### src/rtl/tilelink_ul_host_arbiter_pkg.sv
// Shared TL-UL types for the host arbiter slice.
// Provides the A/D channel structs (host-to-slave and slave-to-host), the opcode
// enums, the arbiter FSM state enum and the supported host-count ceiling.
package tilelink_ul_host_arbiter_pkg;

    localparam int TL_AW  = 32;  // address width
    localparam int TL_DW  = 32;  // data width
    localparam int TL_DBW = 4;   // byte lanes
    localparam int TL_AIW = 8;   // source id width
    localparam int TL_SZW = 2;   // size field width
    localparam int TL_DIW = 1;   // sink id width

    localparam int TL_ARB_MAX_HOSTS = 16;

    typedef enum logic [2:0] {
        PutFullData    = 3'h0,
        PutPartialData = 3'h1,
        Get            = 3'h4
    } tl_a_op_e;

    typedef enum logic [2:0] {
        AccessAck     = 3'h0,
        AccessAckData = 3'h1
    } tl_d_op_e;

    typedef struct packed {
        logic              a_valid;
        tl_a_op_e          a_opcode;
        logic [2:0]        a_param;
        logic [TL_SZW-1:0] a_size;
        logic [TL_AIW-1:0] a_source;
        logic [TL_AW-1:0]  a_address;
        logic [TL_DBW-1:0] a_mask;
        logic [TL_DW-1:0]  a_data;
        logic              d_ready;
    } tl_m2s_t;

    typedef struct packed {
        logic              d_valid;
        tl_d_op_e          d_opcode;
        logic [2:0]        d_param;
        logic [TL_SZW-1:0] d_size;
        logic [TL_AIW-1:0] d_source;
        logic [TL_DIW-1:0] d_sink;
        logic [TL_DW-1:0]  d_data;
        logic              d_error;
        logic              a_ready;
    } tl_s2m_t;

    typedef enum logic [1:0] {
        ArbIdle,
        ArbAddr,
        ArbResp
    } tl_arb_state_e;

endpackage

### src/rtl/tilelink_ul_host_arbiter_rr_picker.sv
// Combinational round-robin priority picker.
// Returns the first set request at or after ptr_i, wrapping past the top.
//   req_i   in  NumHosts  request vector
//   ptr_i   in  IdxW      highest-priority index
//   valid_o out 1         any request set
//   idx_o   out IdxW      winning index (0 when valid_o=0)
module tl_rr_picker #(
    parameter int NumHosts = 2,
    parameter int IdxW     = 1
) (
    input  logic [NumHosts-1:0] req_i,
    input  logic [IdxW-1:0]     ptr_i,
    output logic                valid_o,
    output logic [IdxW-1:0]     idx_o
);

    logic [2*NumHosts-1:0] req_dbl;
    logic                  found;

    // Doubling the request vector turns the wrap-around search into a linear
    // scan over the window [ptr, ptr+NumHosts).
    always_comb begin
        // NOTE: every variable gets a default before any branch so no latch is inferred.
        req_dbl = {req_i, req_i};
        valid_o = |req_i;
        idx_o   = '0;
        found   = 1'b0;
        for (int i = 0; i < 2*NumHosts; i++) begin
            if (!found && req_dbl[i] && (i >= int'(ptr_i)) && (i < int'(ptr_i) + NumHosts)) begin
                found = 1'b1;
                idx_o = (i >= NumHosts) ? IdxW'(i - NumHosts) : IdxW'(i);
            end
        end
    end

endmodule

### src/rtl/tilelink_ul_host_arbiter.sv
// Shares one TL-UL slave (the TL-UL->AHB bridge) between NumHosts TL-UL hosts.
// Round-robin, one transaction in flight: the grant is held from A accept through
// the D handshake, so D beats route to the owner without rewriting a_source.
//   clk_i    in   clock
//   rst_ni   in   asynchronous active-low reset
//   tl_h_i   in   host requests (A channel + d_ready), one per host
//   tl_h_o   out  host responses (a_ready + D channel), one per host
//   tl_b_o   out  to bridge tl_i
//   tl_b_i   in   from bridge tl_o
//   grant_o  out  one-hot current owner, 0 when idle
//   busy_o   out  transaction in flight
module tilelink_ul_host_arbiter
    import tilelink_ul_host_arbiter_pkg::*;
#(
    parameter  int NumHosts = 2,
    localparam int IdxW     = (NumHosts > 1) ? $clog2(NumHosts) : 1
) (
    input  logic                clk_i,
    input  logic                rst_ni,
    input  tl_m2s_t             tl_h_i [NumHosts],
    output tl_s2m_t             tl_h_o [NumHosts],
    output tl_m2s_t             tl_b_o,
    input  tl_s2m_t             tl_b_i,
    output logic [NumHosts-1:0] grant_o,
    output logic                busy_o
);

    if (NumHosts < 1 || NumHosts > TL_ARB_MAX_HOSTS) begin : g_bad_num_hosts
        $error("NumHosts out of range");
    end

    tl_arb_state_e       state_q, state_d;
    logic [IdxW-1:0]     grant_q, grant_d;
    logic [IdxW-1:0]     rr_q, rr_d;
    logic [IdxW-1:0]     ptr_next, pick_ptr, pick_idx;
    logic [NumHosts-1:0] req;
    logic                pick_valid;
    logic                a_hs, d_hs;

    always_comb begin
        for (int i = 0; i < NumHosts; i++) begin
            req[i] = tl_h_i[i].a_valid;
        end
    end

    // Explicit wrap keeps non-power-of-two host counts in range.
    assign ptr_next = (grant_q == IdxW'(NumHosts - 1)) ? '0 : grant_q + 1'b1;

    assign a_hs = (state_q == ArbAddr) && tl_h_i[grant_q].a_valid && tl_b_i.a_ready;
    assign d_hs = (state_q == ArbResp) && tl_b_i.d_valid && tl_h_i[grant_q].d_ready;

    // On the closing D beat, search from the advanced pointer so the owner that
    // just finished gets lowest priority in the same-cycle re-arbitration.
    assign pick_ptr = d_hs ? ptr_next : rr_q;

    tl_rr_picker #(
        .NumHosts (NumHosts),
        .IdxW     (IdxW)
    ) u_picker (
        .req_i   (req),
        .ptr_i   (pick_ptr),
        .valid_o (pick_valid),
        .idx_o   (pick_idx)
    );

    always_comb begin
        state_d = state_q;
        grant_d = grant_q;
        rr_d    = rr_q;
        unique case (state_q)
            ArbIdle: begin
                if (pick_valid) begin
                    state_d = ArbAddr;
                    grant_d = pick_idx;
                end
            end
            ArbAddr: begin
                if (a_hs) state_d = ArbResp;
            end
            ArbResp: begin
                if (d_hs) begin
                    rr_d = ptr_next;
                    if (pick_valid) begin
                        state_d = ArbAddr;
                        grant_d = pick_idx;
                    end else begin
                        state_d = ArbIdle;
                    end
                end
            end
            default: state_d = ArbIdle;
        endcase
    end

    always_ff @(posedge clk_i or negedge rst_ni) begin
        if (!rst_ni) begin
            state_q <= ArbIdle;
            grant_q <= '0;
            rr_q    <= '0;
        end else begin
            // NOTE: non-blocking assignments so every register samples pre-edge values.
            state_q <= state_d;
            grant_q <= grant_d;
            rr_q    <= rr_d;
        end
    end

    // Bridge D is only accepted in RESP; a stray beat elsewhere simply stalls.
    always_comb begin
        for (int i = 0; i < NumHosts; i++) begin
            tl_h_o[i] = '0;
        end
        tl_b_o = '0;
        unique case (state_q)
            ArbAddr: begin
                tl_b_o                 = tl_h_i[grant_q];
                tl_b_o.d_ready         = 1'b0;
                tl_h_o[grant_q].a_ready = tl_b_i.a_ready;
            end
            ArbResp: begin
                tl_h_o[grant_q]         = tl_b_i;
                tl_h_o[grant_q].a_ready = 1'b0;
                tl_b_o.d_ready          = tl_h_i[grant_q].d_ready;
            end
            default: ;
        endcase
    end

    assign busy_o  = (state_q != ArbIdle);
    assign grant_o = busy_o ? (NumHosts'(1) << grant_q) : '0;

endmodule
### config.mk
export PLATFORM = sky130hd
export DESIGN_NAME = tilelink_ul_host_arbiter
export DESIGN_NICKNAME = d
export VERILOG_FILES = /design/src/rtl/tilelink_ul_host_arbiter_pkg.sv /design/src/rtl/tilelink_ul_host_arbiter_rr_picker.sv /design/src/rtl/tilelink_ul_host_arbiter.sv
export SDC_FILE = /design/constraint.sdc
export NUM_CORES = 1
export LEC_CHECK = 0
export CORE_AREA = 2 2 162 164
export CTS_CLUSTER_DIAMETER = 200
export DETAILED_ROUTE_END_ITERATION = 10
export DIE_AREA = 0 0 164 166
export PLACE_DENSITY_LB_ADDON = 0.25
export SYNTH_ARGS = -nofsm -noshare
export SYNTH_HDL_FRONTEND = slang
export SYNTH_SLANG_ARGS = --single-unit
### constraint.sdc
create_clock -name clk_i -period 4.4 [get_ports clk_i]
set_clock_uncertainty 0.05 [all_clocks]
set_input_delay 1.1 -clock clk_i [delete_from_list [all_inputs] [get_ports clk_i]]
set_output_delay 1.1 -clock clk_i [all_outputs]
set_load 0.02 [all_outputs]
Yosys cells after proc, flatten, opt, wreduce, memory -nomap -nowiden:

Cells that the tools add are included.

* bits of input ports: 226
* flip-flop bits (word level): 4
* word-level logic and storage cells: 71

* equality and inequality tests: 5
* magnitude comparators: 7
* shifts and indexed selects: 1
* bitwise operators: 3
* muxes and demuxes: 28
* add/sub/neg operators: 2
* reductions and logical operators: 22

Operator list (count)
* $mux W86: 3
* $and A104 B104 Y104: 2
* $pmux W104 S2: 1
* $bwmux W104: 1
* $demux W52 S1: 2
* $mux W85: 1
* $lt A3 B32 Y1 const A: 2
* $mux W52: 1
* $lt A1 B32 Y1 const A: 1
* $lt A2 B32 Y1 const A: 1
* $logic_and A1 B1 Y1: 13
* $mux W1: 13
* $mux W2: 4
* $ne A2 B2 Y1 const B: 3
* $pmux W2 S3: 1
* $reduce_bool A2 Y1: 2
* $add A1 B2 Y3 const B: 1
* $logic_not A1 Y1: 3
* $reduce_and A3 Y1: 1
* $eq A2 B1 Y1 const B: 1
* $eq A2 B2 Y1 const B: 1
* $ge A2 B2 Y1 const B: 1
* $logic_not A2 Y1: 1
* $lt A2 B1 Y1 const B: 1
* 7 further kinds: 7

Longest topological paths before layout:

Gate-level depths: netlist of run 1.

* depth in word-level cells: 25
* mapped depth: 7

Modules after synthesis:

Synthesis of run 1 repeated with hierarchy kept, for this count alone.

* cells, all modules: 401
* area, all modules: 2240.9 um^2

By module, submodules not included
* tilelink_ul_host_arbiter: sequential area each 100.1 um^2, times used 1, cells an instance 398, area an instance 2223.4 um^2
* tl_rr_picker: sequential area each 0.0 um^2, times used 1, cells an instance 3, area an instance 17.5 um^2

Least setup slack after synthesis of run 1:

No wires, ideal clock.

* path type: flip-flop to output port
* start point: register state_q[0]
* end point: output tl_h_o[25] (netlist name)
* path buffers: 2
* arrival: 1593 ps
* path slack: 1657 ps
* cell stages (with the launch flop): 7
* cell sequence: dfrtp_1 inv_1 ha_1 clkbuf_1 clkbuf_1 nand2_1 nor2_1

RTL lines
* start, declared: line tilelink_ul_host_arbiter.sv:32 `tl_arb_state_e state_q, state_d;`
* start signal, assigned: line tilelink_ul_host_arbiter.sv:97 `state_q <= ArbIdle;`
* start signal, assigned: line tilelink_ul_host_arbiter.sv:102 `state_q <= state_d;`
* end, declared: line tilelink_ul_host_arbiter.sv:21 `output tl_s2m_t tl_h_o [NumHosts],`

==> flow_summary.toml, run 1 <==
[global_route]
gr-usage-all-layers = 0.113
grt_overflow_total = 0
grt_pass1_vias = 4316
grt_pass1_wl_mm = 24.2
grt_antenna_before_repair = 3
grt_max_degree = 53

[clock_network]
cts_root_buf = "clkbuf_16"
insertion_delay_ns = 0.23
cts_tree = "yes"
cts_resized = 0
clock_sinks = 4
clockBufferDepth = 2
htreeDepth = 1
cts_setup_buffers = 0
postCtsHoldBufs = 0
clkTransAtPathRegs_ns = 0.03
cts_buffers = 3

[setup_path]
startpoint_type = "register"
path_cells = "inv_1 -> ha_1 -> nand2_2 -> buf_4 -> nor2_1 -> clkdlybuf4s50_1"
r2r_start = "state_q[1]"
critPathLaunch = "state_q[0]"
cp_slowest_stage_delay_ns = 0.63
slowest_stage = "clkdlybuf4s50_1"
crit_required_ns = 3.25
endpoint_kind = "output port"
cp_max_fo = 26
critPathKind = "register to output port"
arrival_ns = 2.57

[die]
start_util = 0.0974
die_area_um2 = 27200
fp.dieW_um = 164
placement_rows = 59
die_h_um = 166
io_pins = 419
core_region_area_um2 = 25600

[timing]
tns_ns = 0
fin_crit_ns = 3.72
fmax_mhz = 268
setup_viol_count_final = 0
slew_headroom = 0.488
period_share = 0.847
hold_viol = 0
maxSlewViolCount = 0
worstMarginPinSlew_ns = 0.768
setup_ws_ns = 0.675
rsz0062_at_grt = "false"

[layout]
area_delta_synth_final_pct = 186
drive_gt1_frac = 0.0262
post-route-util = 0.279
layout_commonest_cell = "clkdlybuf4s50_1"
final_nets = 1034
fillers = 2802
most-common-layout-cells = "clkdlybuf4s50_1 (418), nor2_1 (106), mux2i_1 (86), nor2b_1 (86), nand2_1 (55)"

[place]
pre_cts_ws_ns = 0.602
gp_congestion = 0.740
port_buffers = 418
dp_hpwl_mm = 14.4

[routing]
wl_per_cell_um = 14.8
firstDrtPassIters = 4
ant_nets = 0
via_per_inst = 3.63
vias = 4133
drt-initial-drc-count = 104
routed_wl_mm = 16.9
drc = 0

[pwr]
p_sw_mw = 1.70
seqPwrFrac = 0.036
p_sw_frac = 0.510
power.leakage_nw = 2.66
p_int_mw = 1.63
total_power_mw = 3.33
clkPwrFrac = 0.044
p_comb_frac = 0.920
p_per_area_nw_per_um2 = 467
worst_ir_drop_vdd_uv = 210

[min_path]
hp-start = "state_q[1]"
hold_path_class = "register to register"

[logic_synthesis]
syn_avg_cell_area_um2 = 6.19
ys_seq_area_frac = 0.0401
yosysWarnings = 0
syn_nets = 634
ys_ff_latch = 4
synth_cell_types = 24
syn_area_um2 = 2500
syn_inst = 403

[outcome]
status = "finished, final reports clean"

[job]
maxCapViolCount = 0
## final timing paths
check | cells after the start | end | slack (ns)
worst max-delay path | 6 | tl_h_o[44] | 0.68
worst min-delay path | 1 | state_q[1] | 0.53
worst max register to register | 5 | state_q[0] | 2.16
worst min register to register | 1 | state_q[1] | 0.53
max in group asynchronous | 1 | grant_q | 3.09
min in group asynchronous | 1 | rr_q | 1.02
## sequential cells by signal, summed over array words and instances, names as in the netlist
register,count
state_q,2
rr_q,1
grant_q,1
## worst max-delay path, delay by kind of cell (launching register included)
family / cells / cell delay, ns
fa+ha+maj: 1 / 0.35
buf+inv: 3 / 1.06
flops: 1 / 0.42
simple gates: 2 / 0.50
## layout make-up
| cell class | count | area [um^2] | share of cell area |
|---|---|---|---|
| repair buffers | 431 | 4320 | 0.605 |
| inverters | 6 | 22.5 | 0.00316 |
| diodes | 1 | 2.50 | 0.000351 |
| flip-flops and latches | 4 | 104 | 0.0145 |
| clock buffers | 4 | 78.8 | 0.0110 |
| multi-input cells | 357 | 2190 | 0.307 |
| well taps | 335 | 419 | 0.0587 |
## metrics by stage
step,area (um^2),cells,hold WS (ns)
6_report,7140,1138,0.525
5_1_grt,7140,1138,0.544
4_1_cts,7140,1137,0.519
3_5_place_dp,7060,1133,0.511
3_3_place_gp,7060,1133,0.515
2_1_floorplan,2500,403,0.452
## power groups by stage
stage               Combinational [mW]  Sequential, mW  Clock [mW]
global route                      3.31           0.130       0.152
floorplan                         1.79          0.0678           0
CTS                               3.12           0.126       0.148
detailed placement                3.11           0.126           0
finish                            3.07           0.122       0.146
global placement                  3.11           0.125           0
## cells in the mapped netlist
cell | count | area share
nand2_2 | 1 | 0.0025
o211ai_1 | 1 | 0.0030
o21ai_1 | 1 | 0.0020
ha_1 | 5 | 0.025
inv_1 | 5 | 0.0075
nor2b_1 | 86 | 0.22
a21oi_1 | 3 | 0.0060
o21ai_0 | 3 | 0.0060
o22ai_1 | 1 | 0.0025
buf_2 | 11 | 0.022
a31oi_1 | 1 | 0.0025
nand2_1 | 56 | 0.084
nor2_1 | 106 | 0.16
o211a_1 | 1 | 0.0040
mux2i_1 | 86 | 0.34
dfrtp_1 | 4 | 0.040
clkbuf_1 | 16 | 0.024
mux2_1 | 2 | 0.0090
nand2b_1 | 1 | 0.0025
inv_2 | 1 | 0.0015
buf_4 | 8 | 0.024
nand3_1 | 2 | 0.0040
buf_6 | 1 | 0.0045
a22oi_1 | 1 | 0.0030
## metal layers
layer  GRT usage  share of wire  up-vias
li1            -              -     2080
met1       0.117           0.36     1788
met2       0.225           0.52      257
met3      0.0322           0.11        8
met4      0.0153         0.0095        0
met5           0              0        -
## cells by family after synthesis
kind of cell	after synthesis	share of synthesized area
simple gates	252	0.468
fa+ha+maj	5	0.0251
compound gates	12	0.0291
flops	4	0.0401
buf+inv	42	0.0837
mux	88	0.354
No activity file was read; power rests on OpenSTA's default activity.
==> run 2, diff against run 1 <==
--- a/config.mk
+++ b/config.mk
@@ -5,10 +5,10 @@
 export SDC_FILE = /design/constraint.sdc
 export NUM_CORES = 1
 export LEC_CHECK = 0
-export CORE_AREA = 2 2 162 164
+export CORE_AREA = 2 2 165 167
 export CTS_CLUSTER_DIAMETER = 200
 export DETAILED_ROUTE_END_ITERATION = 10
-export DIE_AREA = 0 0 164 166
+export DIE_AREA = 0 0 167 169
 export PLACE_DENSITY_LB_ADDON = 0.25
 export SYNTH_ARGS = -nofsm -noshare
 export SYNTH_HDL_FRONTEND = slang
==> constraint.sdc (replaced) <==
create_clock -name clk_i -period 3.7 [get_ports clk_i]
set_clock_uncertainty 0.05 [all_clocks]
set_input_delay 0.925 -clock clk_i [delete_from_list [all_inputs] [get_ports clk_i]]
set_output_delay 0.925 -clock clk_i [all_outputs]
set_load 0.02 [all_outputs]
==> run 2 against run 1 <==
  * Combinational power rose by 22%
  * Via count fell by 1.7%
  * Cell count rose by 0.62%
  * Critical path type is now input port to output port
  * Critical endpoint is now tl_b_o[85]
  * Highest routed layer unchanged
==> flow_summary.toml, run 2 (synthesis results as in run 1) <==
[outcome]
status = "finished, final reports clean"

[layout]
most-common-layout-cells = "clkdlybuf4s50_1 (418), nor2_1 (106), mux2i_1 (86), nor2b_1 (86), nand2_1 (56)"
largest_reg_flops = 2
area_delta_synth_final_pct = 188
antenna_cells = 0
multi_input_area_um2 = 2190
largestRegisters = "state_q x2, grant_q x1, rr_q x1"
fillers = 2898
layout_commonest_cell = "clkdlybuf4s50_1"
top_register = "state_q"
final_nets = 1036
drive_gt1_frac = 0.0274
register_area_um2 = 104

[clock_network]
clkTransAtPathRegs_ns = 0.03
cts_buffers = 3
cts_tree = "yes"
postCtsHoldBufs = 0
cts_setup_buffers = 0
cts_root_buf = "clkbuf_16"
htreeDepth = 1
insertion_delay_ns = 0.23
clock_sinks = 4
clockBufferDepth = 2
cts_resized = 0

[global_route]
grt_max_degree = 77
grt_pass1_vias = 4005
gr-usage-all-layers = 0.112
grt_overflow_total = 0
grt_pass1_wl_mm = 25.0
grt_antenna_before_repair = 0

[die]
die_area_um2 = 28200
core_region_area_um2 = 26500
placement_rows = 60
fp.dieW_um = 167
io_pins = 419
start_util = 0.0942
die_h_um = 169

[timing]
fin_crit_ns = 3.38
holdWs_ns = 0.498
rsz0062_at_grt = "false"
period_share = 0.915
tns_ns = 0
maxSlewViolCount = 0
slew_headroom = 0.616
worstMarginPinSlew_ns = 0.575
fmax_mhz = 295
setup_viol_count_final = 0
hold_viol = 0

[routing]
wl_per_cell_um = 15.3
routed_wl_mm = 17.5
ant_nets = 0
vias = 4063
drc = 0
via_per_inst = 3.55
drt-initial-drc-count = 144
firstDrtPassIters = 4

[pwr]
p_per_area_nw_per_um2 = 563
worst_ir_drop_vdd_uv = 480
power.leakage_nw = 2.69

[setup_path]
endpoint_kind = "output port"
arrival_ns = 2.41
crit_required_ns = 2.72
startpoint_type = "input port"
critPathKind = "input port to output port"
cp_max_fo = 4

[place]
gp_congestion = 0.796
port_buffers = 418
dp_hpwl_mm = 14.6

[min_path]
hold_path_class = "register to register"

[job]
maxCapViolCount = 0
run 2: cell count changes in the layout (fill, tap and decap cells not counted):
cell     previous run  this run
nand2_2             2         1
buf_12              3         6
buf_4              10         9
nand2_1            55        56
diode_2             1         0
run 2: power by group:
group | leakage (nW) | total (mW) | internal (mW) | switching, mW
Clock | 0.0382 | 0.177 | 0.143 | 0.0340
Sequential | 0.0494 | 0.108 | 0.0681 | 0.0397
Combinational | 2.60 | 3.76 | 1.79 | 1.97
run 2: path summary, 6_finish.rpt:
check | from | endpoint | slack [ns] | cells after the start
worst max-delay path | tl_h_i[85] | tl_b_o[85] | 0.32 | 4
worst min-delay path | rr_q | rr_q | 0.50 | 2
worst max register to register | state_q[1] | state_q[0] | 1.37 | 7
worst min register to register | rr_q | rr_q | 0.50 | 2
max in group asynchronous | rst_ni | grant_q | 2.56 | 1
min in group asynchronous | rst_ni | grant_q | 0.85 | 1
run 2: final cells by class:
| cell class | instances | share of cell area |
|---|---|---|
| clock buffer | 4 | 0.0110 |
| inverter | 6 | 0.00313 |
| multi-input combinational | 357 | 0.304 |
| sequential | 4 | 0.0144 |
| tap | 341 | 0.0593 |
| timing repair buffer | 433 | 0.608 |
run 2: metrics by stage:
stage / utilization / setup slack [ns] / power, mW / instances / area [um^2]
4_1_cts: 0.271 / 0.267 / 4.13 / 1145 / 7190
3_5_place_dp: 0.268 / 0.274 / 3.93 / 1141 / 7110
3_3_place_gp: 0.268 / 0.261 / 3.95 / 1141 / 7110
6_report: 0.271 / 0.315 / 4.05 / 1145 / 7190
2_1_floorplan: - / 1.13 / 2.21 / 403 / 2500
5_1_grt: 0.271 / 0.190 / 4.34 / 1145 / 7190
run 2: worst max-delay path, stage by stage:
cell and delay [ns]:
clkdlybuf4s50_1 0.55, mux2i_1 0.10, nor2b_1 0.17, clkdlybuf4s50_1 0.66
run 2: metal layers:
metal,share of wire,vias to the layer above,routed length [um],GRT usage
li1,-,2082,-,-
met3,0.058,13,1010,0.0168
met1,0.40,1802,6950,0.133
met2,0.54,166,9380,0.217
met5,0,-,0,0
met4,0.0090,0,157,0.0150
==> run 3, diff against run 2 <==
--- a/config.mk
+++ b/config.mk
@@ -10,6 +10,7 @@
 export DETAILED_ROUTE_END_ITERATION = 10
 export DIE_AREA = 0 0 167 169
 export PLACE_DENSITY_LB_ADDON = 0.25
+export RECOVER_POWER = 100
 export SYNTH_ARGS = -nofsm -noshare
 export SYNTH_HDL_FRONTEND = slang
 export SYNTH_SLANG_ARGS = --single-unit
==> run 3 against run 2 <==
  * Critical path depth stayed put
  * Maximum frequency down 2.8%
  * Total power down 4.9%
  * Cell count barely moved
  * Routed wire length down 0.43%
  * Combinational power shrank 5%
  * Non-clock buffer count did not move
  * First-iteration DRC count fell by 8.3%
  * Clock power hardly changed
  * Via count rose by 0.32%
  * Sequential power is essentially flat
  * Final area down 0.12%
==> flow_summary.toml, run 3 (synthesis results as in run 1) <==
[outcome]
status = "finished, final reports clean"

[setup_path]
cp_max_fo = 2
crit_buf_inv = 2
cp_slowest_stage_delay_ns = 0.68
path_cells = "dlygate4sd3_1 -> nand2_1 -> nor2_1 -> dlygate4sd3_1"
arrival_ns = 2.51
crit_family = "buffers and inverters"
slowest_stage = "dlygate4sd3_1"
crit_required_ns = 2.72
critPathKind = "input port to output port"
endpoint_kind = "output port"
startpoint_type = "input port"
worst_path_most_repeated_cell = "dlygate4sd3_1"

[timing]
rsz0062_at_grt = "false"
fin_crit_ns = 3.48
period_share = 0.942
fmax_mhz = 287
worstMarginPinSlew_ns = 0.584
maxSlewViolCount = 0
hold_viol = 0
setup_viol_count_final = 0
setup_ws_ns = 0.216
slew_headroom = 0.611
tns_ns = 0

[routing]
via_per_inst = 3.56
wl_per_cell_um = 15.2
drt-initial-drc-count = 132
vias = 4076
ant_nets = 0
drc = 0
firstDrtPassIters = 4
routed_wl_mm = 17.4

[layout]
largest_reg_flops = 2
most-common-layout-cells = "clkdlybuf4s50_1 (229), dlygate4sd3_1 (189), nor2_1 (106), mux2i_1 (86), nor2b_1 (86)"
area_delta_synth_final_pct = 188
layout_commonest_cell = "clkdlybuf4s50_1"
drive_gt1_frac = 0.0236
final_nets = 1036
largestRegisters = "state_q x2, grant_q x1, rr_q x1"
top_register = "state_q"

[pwr]
p_per_area_nw_per_um2 = 536
power.leakage_nw = 3.24
worst_ir_drop_vdd_uv = 458

[clock_network]
cts_root_buf = "clkbuf_16"
cts_buffers = 3
clockBufferDepth = 2
cts_resized = 0
cts_setup_buffers = 0
cts_tree = "yes"
clock_sinks = 4
clkTransAtPathRegs_ns = 0.03
htreeDepth = 1
postCtsHoldBufs = 0
insertion_delay_ns = 0.23

[global_route]
grt_pass1_vias = 4005
gr-usage-all-layers = 0.112
grt_antenna_before_repair = 1
grt_overflow_total = 0
grt_pass1_wl_mm = 25.0
grt_max_degree = 77

[die]
placement_rows = 60
die_h_um = 169
fp.dieW_um = 167
io_pins = 419
die_area_um2 = 28200
core_region_area_um2 = 26500
start_util = 0.0942

[min_path]
hold_path_class = "register to register"

[place]
gp_congestion = 0.796
pre_cts_ws_ns = 0.274
dp_hpwl_mm = 14.6
port_buffers = 418

[job]
maxCapViolCount = 0
run 3: changes by cell type in the layout (fill, tap and decap cells not counted):
cell             delta
clkdlybuf4s50_1   -189
dlygate4sd3_1     +189
buf_4               -3
clkbuf_1            +3
diode_2             +1
run 3: report_power, final:
part	internal, mW	switching (mW)
combinational	1.61	1.95
clock	0.143	0.0340
sequential	0.0681	0.0397
run 3: per-layer routing:
metal / global-route usage / vias to the layer above / wire length, um
met3: 0.0168 / 15 / 954
met1: 0.133 / 1802 / 6950
li1: - / 2086 / -
met2: 0.217 / 173 / 9340
met4: 0.0150 / 0 / 176
met5: 0 / - / 0
run 3: path summary, 6_finish.rpt:
check	from	end	slack [ns]	cells after the start
min reg2reg	rr_q	rr_q	0.50	2
min	rr_q	rr_q	0.50	2
max	tl_b_i[51]	tl_h_o[103]	0.22	4
min in group asynchronous	rst_ni	grant_q	0.92	1
max in group asynchronous	rst_ni	grant_q	2.49	1
max reg2reg	state_q[1]	state_q[0]	1.36	7
run 3: per-stage QoR:
step                cells  power [mW]   util  cell area [um^2]  hold slack (ns)
floorplan             403        2.21      -              2500            0.452
global placement     1141        3.95  0.268              7110            0.513
detailed placement   1141        3.93  0.268              7110            0.494
CTS                  1145        4.13  0.271              7190            0.504
global route         1145        4.14  0.271              7180            0.518
finish               1146        3.85  0.271              7180            0.498
run 3: layout make-up:
cell class | count | area [um^2]
Antenna cell | 1 | 2.50
Inverter | 6 | 22.5
Timing Repair Buffer | 433 | 4360
Sequential cell | 4 | 104
Fill cell | 2900 | 19300
Tap cell | 341 | 427
Clock buffer | 4 | 78.8
Multi-Input combinational cell | 357 | 2190
run 3: tightest hold or removal path, delay by kind of cell, from the launching register on:
kind / cells / cell delay [ns]
AO/OA/AOI/OAI: 2 / 0.17
flip-flops: 1 / 0.33
